==> config.mk <==
export PLATFORM = sky130hd
export DESIGN_NAME = cost_port_arb
export DESIGN_NICKNAME = d
export VERILOG_FILES = /design/src/rtl/cost_port_arb.sv
export SDC_FILE = /design/constraint.sdc
export NUM_CORES = 1
export LEC_CHECK = 0
export BUFFER_PORTS_ARGS = -buffer_cell sky130_fd_sc_hd__buf_2
export CORE_MARGIN = 8
export CORE_UTILIZATION = 50
export CTS_CLUSTER_SIZE = 10
export DETAILED_ROUTE_END_ITERATION = 10
export PLACE_DENSITY = 0.78
export SYNTH_ARGS = -nofsm -noshare
export SYNTH_HDL_FRONTEND = slang
export SYNTH_SLANG_ARGS = --single-unit
==> constraint.sdc <==
create_clock -name CLK -period 7.8 [get_ports CLK]
set_input_delay 0.78 -clock CLK [delete_from_list [all_inputs] [get_ports CLK]]
set_output_delay 0.78 -clock CLK [all_outputs]
set_load 0.02 [all_outputs]
==> src/rtl/cost_port_arb.sv <==
// Two-lane round-robin arbiter for the shared W/J -> Cost lookup port.
// Issues eight lookups per granted burst and returns the costs tagged with lane and worker.
module cost_port_arb #(
  parameter int NW     = 8,
  parameter int COST_W = 7
) (
  input  logic              CLK,
  input  logic              RST,
  input  logic              req0,
  input  logic              req1,
  input  logic [3*NW-1:0]   perm0,
  input  logic [3*NW-1:0]   perm1,
  output logic              gnt0,
  output logic              gnt1,
  output logic [2:0]        W,
  output logic [2:0]        J,
  input  logic [COST_W-1:0] Cost,
  output logic              cost_vld,
  output logic              cost_lane,
  output logic [2:0]        cost_idx,
  output logic [COST_W-1:0] cost_data,
  output logic              cost_last,
  busy
);

  // state | meaning
  // IDLE  | no burst in progress, arbitrating every cycle
  // ISSUE | driving lookup idx on W/J; re-arbitrates when idx is the last worker
  typedef enum logic {IDLE, ISSUE} state_t;

  state_t          state;
  logic [2:0]      idx;
  logic            cur_lane;
  logic            rr;
  logic [3*NW-1:0] perm_q;

  logic            arb_en;
  logic            req_rr;
  logic            req_ot;
  logic            win_vld;
  logic            win_lane;
  logic [3*NW-1:0] win_perm;
  logic [2:0]      nxt_idx;
  logic [4:0]      jsel;

  logic            t1_vld;
  logic            t1_lane;
  logic [2:0]      t1_idx;

  assign arb_en   = (state == IDLE) || (idx == 3'(NW-1));
  assign req_rr   = rr ? req1 : req0;
  assign req_ot   = rr ? req0 : req1;
  assign win_vld  = arb_en && (req_rr || req_ot);
  assign win_lane = req_rr ? rr : ~rr;
  assign win_perm = win_lane ? perm1 : perm0;
  assign nxt_idx  = idx + 3'd1;
  assign jsel     = {2'b00, nxt_idx} + {1'b0, nxt_idx, 1'b0};

  always_ff @(posedge CLK or posedge RST) begin
    if (RST) begin
      state    <= IDLE;
      idx      <= 3'd0;
      cur_lane <= 1'b0;
      rr       <= 1'b0;
      perm_q   <= '0;
      gnt0     <= 1'b0;
      gnt1     <= 1'b0;
      busy     <= 1'b0;
      W        <= 3'd0;
      J        <= 3'd0;
    end else begin
      gnt0 <= 1'b0;
      gnt1 <= 1'b0;
      if (win_vld) begin
        state    <= ISSUE;
        idx      <= 3'd0;
        cur_lane <= win_lane;
        perm_q   <= win_perm;
        rr       <= ~win_lane;
        gnt0     <= ~win_lane;
        gnt1     <= win_lane;
        busy     <= 1'b1;
        W        <= 3'd0;
        J        <= win_perm[2:0];
      end else if (state == ISSUE && idx != 3'(NW-1)) begin
        idx <= nxt_idx;
        W   <= nxt_idx;
        J   <= perm_q[jsel +: 3];
      end else begin
        state <= IDLE;
        idx   <= 3'd0;
        busy  <= 1'b0;
        W     <= 3'd0;
        J     <= 3'd0;
      end
    end
  end

  // The table answers one cycle after W/J, so the tag is delayed twice to meet its data.
  always_ff @(posedge CLK or posedge RST) begin
    if (RST) begin
      t1_vld    <= 1'b0;
      t1_lane   <= 1'b0;
      t1_idx    <= 3'd0;
      cost_vld  <= 1'b0;
      cost_lane <= 1'b0;
      cost_idx  <= 3'd0;
      cost_data <= '0;
      cost_last <= 1'b0;
    end else begin
      t1_vld    <= (state == ISSUE);
      cost_vld  <= t1_vld;
      cost_last <= t1_vld && (t1_idx == 3'(NW-1));
      if (state == ISSUE) begin
        t1_lane <= cur_lane;
        t1_idx  <= idx;
      end
      if (t1_vld) begin
        cost_lane <= t1_lane;
        cost_idx  <= t1_idx;
        cost_data <= Cost;
      end
    end
  end

endmodule
After elaboration in Yosys (flattened, before gate mapping)
Index checks and enable logic that the tools add are counted.

$add $sub $neg: 2. Eq/ne operators: 4. Shift-type cells: 1. Multiplexer cells: 12. Bitwise gates (word level): 3. Reduce and logical (&&, ||, !) cells: 5.

Operator list (number): 24-bit 2-to-1 mux (1); 24-bit by 6-bit indexed part select with 3-bit output (1); 3-bit 2-to-1 mux (4); 1-bit 2-to-1 mux (7); 3-bit == test, second input constant (2); 3-bit by 4-bit adder with 5-bit output (1); 3-bit by 1-bit adder with 3-bit output, second input constant (1); 1-bit logical AND (3); 3-bit != test, second input constant (1); 1-bit inverter (3); 1-bit logical OR (2); 2-bit != test, second input constant (1).

Register bits after elaboration: 53. Bits of input ports: 59. Output and inout port bits: 22. Word-level logic and storage cells: 43.

Longest topological paths before layout
Depth after elaboration: 5. Mapped depth: 12. Mapped depth without buffers: 9.

Worst setup path before layout
No wires, ideal clock.

Path type: flip-flop to flip-flop. From: register idx[0]. To: register J[1]. Library setup time: 0.118 ns. Arrival: 2.561 ns. Required time: 7.682 ns. Path slack: 5.121 ns. Cell stages (with the launch flop): 10. Path buffers: 1. Period minus slack after synthesis: 2.679 ns. Path through: dfrtp_1 -> buf_2 -> inv_1 -> ha_1 -> fa_1 -> and2b_1 -> a32oi_1 -> a31o_1 -> a22o_1 -> a21o_1.

Word-level cells in the longest chain between the ends: 5. Elaborated cells between the ends (all ways): 10. Those cells by class: 2 x add/sub; 2 x eq/ne; 1 x shift; 2 x mux; 3 x reduce/logical.

RTL lines: from (decl) (line 32) `logic [2:0] idx;`; from (signal assigned) (line 86) `idx <= nxt_idx;`; 3-bit by 1-bit adder with 3-bit output (line 56) `assign nxt_idx = idx + 3'd1;`; 3-bit by 4-bit adder with 5-bit output (line 57) `assign jsel = {2'b00, nxt_idx} + {1'b0, nxt_idx, 1'b0};`; 24-bit by 6-bit indexed part select with 3-bit output (line 88) `J <= perm_q[jsel +: 3];`; 3-bit 2-to-1 mux (line 85) `end else if (state == ISSUE && idx != 3'(NW-1)) begin`; 3-bit 2-to-1 mux * (line 74) `if (win_vld) begin`; to (signal assigned) (line 84) `J <= win_perm[2:0];`; to (signal assigned) (line 88); to (decl) (line 16) `output logic [2:0] J,`.

Mark *: on every way between the ends. The rest lies on a longest branch, timed or not. A chain may end at the register's enable or synchronous reset.

Final worst setup path
Same ends and word-level chain as after synthesis.

==> flow_results.xml <==
<?xml version="1.0" encoding="UTF-8"?>
<metrics>
  <group name="global_routing">
    <metric name="global_route.usage.total" unit="%">15.1</metric>
    <metric name="globalRouteOverflowTotal" unit="">0</metric>
    <metric name="grt_max_degree" unit="">54</metric>
    <metric name="grt_antenna_before_repair" unit="">0</metric>
    <metric name="first_global_vias" unit="">2211</metric>
    <metric name="grt_pass1_wl" unit="um">10400</metric>
  </group>
  <group name="yosys">
    <metric name="synth.distinct_cells" unit="">34</metric>
    <metric name="netlist.area_leader.share" unit="%">48.1</metric>
    <metric name="ys_seq_elements" unit="">53</metric>
    <metric name="synthesis.instances" unit="">222</metric>
    <metric name="syn_nets" unit="">287</metric>
    <metric name="synth.avg_cell_area" unit="sq um">12.4</metric>
    <metric name="syn-cell-area" unit="sq mm">0.00276</metric>
    <metric name="synth_seq_area_share" unit="%">48.1</metric>
    <metric name="synth-warning-count" unit="">0</metric>
    <metric name="netlist_top_cells_area" unit="">sky130_fd_sc_hd__dfrtp_1 (48%), sky130_fd_sc_hd__a222oi_1 (7.6%), sky130_fd_sc_hd__mux2_2 (7.4%)</metric>
    <metric name="top_cell_type_by_total_area_after_synthesis" unit="">sky130_fd_sc_hd__dfrtp_1</metric>
  </group>
  <group name="placement">
    <metric name="dp_cells" unit="">358</metric>
    <metric name="port-buffer-count" unit="">80</metric>
    <metric name="hpwl" unit="um">4480</metric>
    <metric name="place_worst_setup_slack" unit="ns">3.79</metric>
    <metric name="finalWeightedCongestion" unit="">0.938</metric>
    <metric name="placement.cell_area" unit="sq mm">0.00314</metric>
  </group>
  <group name="worst_setup_path">
    <metric name="worst-path-max-fanout" unit="">29</metric>
    <metric name="timing.critical_path.required" unit="ns">8.01</metric>
    <metric name="worstSetupPathType" unit="">flip-flop to flip-flop</metric>
    <metric name="timing.critical_path.from_type" unit="">flip-flop</metric>
    <metric name="kind_of_end_point_of_the_critical_path" unit="">flip-flop</metric>
    <metric name="worst-endpoint-arrival" unit="ns">4.17</metric>
  </group>
  <group name="clock_tree">
    <metric name="ctsHtreeMaxLevel" unit="">2</metric>
    <metric name="clk-insertion-delay-late" unit="ns">0.31</metric>
    <metric name="path_clk_slew" unit="ns">0.09</metric>
    <metric name="cts_tree" unit="">yes</metric>
    <metric name="cts.repair_timing.setup_buffer_count" unit="">0</metric>
    <metric name="post_cts_resize_count" unit="">0</metric>
    <metric name="hold_buffers" unit="">0</metric>
    <metric name="tritoncts_num_sinks" unit="">53</metric>
    <metric name="maximum_clock_insertion_buffer_count" unit="">2</metric>
    <metric name="root_driver" unit="">sky130_fd_sc_hd__clkbuf_8</metric>
    <metric name="number_of_buffers_inserted_during_clock_tree_synthesis" unit="">5</metric>
  </group>
  <group name="sta">
    <metric name="postLayoutSetupSlackWorst" unit="ns">3.84</metric>
    <metric name="setup_viol" unit="">0</metric>
    <metric name="grt_setup_unrepaired" unit="">no</metric>
    <metric name="slew-limit-headroom" unit="%">27.6</metric>
    <metric name="final_hold_viol_count" unit="">0</metric>
    <metric name="fin_hold_ws" unit="ns">0.487</metric>
    <metric name="finalSetupTns" unit="ns">0</metric>
    <metric name="final-max-slew-violation-count" unit="">0</metric>
    <metric name="max_slew.worst_pin.slew" unit="ns">1.08</metric>
    <metric name="finalCritPeriodShare" unit="%">50.8</metric>
    <metric name="skew" unit="ns">0.0122</metric>
    <metric name="achievable-frequency" unit="MHz">252</metric>
    <metric name="fin_crit_period" unit="ns">3.96</metric>
  </group>
  <group name="die">
    <metric name="top_level_ports" unit="">81</metric>
    <metric name="core-area" unit="sq mm">0.00541</metric>
    <metric name="die_area" unit="sq mm">0.00815</metric>
    <metric name="die_width" unit="um">90.3</metric>
    <metric name="floorplan.initialDensity" unit="%">51.0</metric>
    <metric name="placementRows" unit="">27</metric>
    <metric name="dieHeight" unit="um">90.3</metric>
  </group>
  <group name="drt">
    <metric name="routedWlPerCell" unit="um">16.6</metric>
    <metric name="drtIter0Drc" unit="">174</metric>
    <metric name="firstDrtPassIters" unit="">8</metric>
    <metric name="vias_per_cell" unit="">5.61</metric>
    <metric name="via_count" unit="">2049</metric>
    <metric name="wirelength" unit="um">6040</metric>
    <metric name="remaining_antenna_violation_count_after_routing" unit="">0</metric>
    <metric name="drc" unit="">0</metric>
  </group>
  <group name="power">
    <metric name="peakVddDrop" unit="uV">296</metric>
    <metric name="power" unit="mW">1.62</metric>
    <metric name="cellLeakagePower" unit="nW">1.65</metric>
    <metric name="power_density" unit="mW/mm^2">503</metric>
  </group>
  <group name="min_path">
    <metric name="timing.hold.worst.class" unit="">flip-flop to flip-flop</metric>
  </group>
  <group name="finish">
    <metric name="drive_above_1_share" unit="%">39.9</metric>
    <metric name="final_util" unit="%">59.7</metric>
    <metric name="antenna_diodes" unit="">0</metric>
    <metric name="layout-area-overhead-vs-synth" unit="%">16.9</metric>
    <metric name="post_layout_net_count" unit="">358</metric>
    <metric name="finalNonFillerCells" unit="">365</metric>
    <metric name="stdcell_area" unit="sq mm">0.00322</metric>
  </group>
  <group name="run">
    <metric name="maxCapViolCount" unit="">0</metric>
  </group>
  <group name="run_status">
    <metric name="run_status" unit="">complete, no violations</metric>
  </group>
</metrics>
-- worst paths after layout --
check | from | to | slack [ns] | cells past startpoint
worst max-delay path | idx[0] | J[1] | 3.84 | 8
worst min-delay path | perm_q[0] | perm_q[0] | 0.49 | 1
worst max register to register | idx[0] | J[1] | 3.84 | 8
worst min register to register | perm_q[0] | perm_q[0] | 0.49 | 1
max in group asynchronous | RST | perm_q[23] | 6.39 | 2
min in group asynchronous | RST | cost_last | 0.74 | 2
-- metal layers --
metal  share of wire [%]  vias up  track usage [%]  routed length [um]
li1                    -      970                -                   -
met1                  44     1005             18.7                2660
met2                  49       69             24.7                2930
met3                 6.6        5             5.15                 401
met4                0.78        0             4.02                  47
met5                   0        -                0                   0
-- synth_stat cells, drive strengths merged --
cell type / n
a31o: 1
o2111ai: 1
nand3: 1
dfrtp: 53
and2b: 2
a21oi: 3
buf: 16
and4: 1
mux4: 11
nand2b: 3
o31ai: 1
inv: 30
a21o: 4
a31oi: 4
and2: 1
fa: 1
nand2: 12
nor2: 6
a32oi: 1
a41oi: 1
and3: 2
mux2: 18
o21ai: 3
a22oi: 5
xor2: 1
a222oi: 21
a22o: 4
mux2i: 9
nor2b: 1
ha: 5
-- where the power goes --
part | total, mW | leakage [nW] | internal, mW | switching, mW
combinational | 0.975 | 0.971 | 0.496 | 0.480
sequential | 0.496 | 0.635 | 0.389 | 0.107
clock | 0.149 | 0.0402 | 0.0620 | 0.0872
total | 1.62 | 1.65 | 0.946 | 0.674
-- layout make-up --
type / instances / area [sq um]
repair buffers: 80 / 400
flip-flops and latches: 53 / 1330
well taps: 72 / 90.1
fillers: 463 / 2180
inverters: 30 / 113
clock buffers: 5 / 68.8
clock inverters: 2 / 16.3
multi-input cells: 123 / 1210
-- critical path: stages, from the launching register on --
cell and delay [ns]:
sky130_fd_sc_hd__dfrtp_1 0.97, sky130_fd_sc_hd__inv_1 0.12, sky130_fd_sc_hd__ha_1 1.03, sky130_fd_sc_hd__fa_1 0.73
sky130_fd_sc_hd__nor2_1 0.25, sky130_fd_sc_hd__a32oi_1 0.13, sky130_fd_sc_hd__a31o_1 0.23, sky130_fd_sc_hd__a22o_1 0.22
sky130_fd_sc_hd__a21o_1 0.17
-- sequential cells by signal, summed over array words and instances, names as in the netlist --
signal     cells
cost_last      1
gnt1           1
cost_data      7
idx            3
t1_lane        1
t1_vld         1
rr             1
cost_lane      1
J              3
cost_idx       3
perm_q        24
gnt0           1
t1_idx         3
cur_lane       1
state          1
cost_vld       1
-- cells by family (layout without fill, tap and decap cells) --
logic type	Yosys count	count (layout)	synth area share [%]
DFF	53	53	48.1
buffers and inverters	46	117	8.17
adders and majority gates	6	6	2.99
muxes	38	38	20.0
and+or+nand+nor	29	29	5.08
xor gates and xnor gates	1	1	0.590
AOI/OAI and AO/OA	49	49	15.1
-- cell usage in the layout, fill, tap and decap left out, drive strengths merged, types with 5 or more instances in the layout --
master  synthesis  routed
dfrtp          53      53
a222oi         21      21
nand2          12      12
clkbuf          0       5
ha              5       5
mux2i           9       9
a22oi           5       5
inv            30      30
mux4           11      11
buf            16      80
nor2            6       6
mux2           18      18
Note: power is estimated with default switching activity, not from simulation.
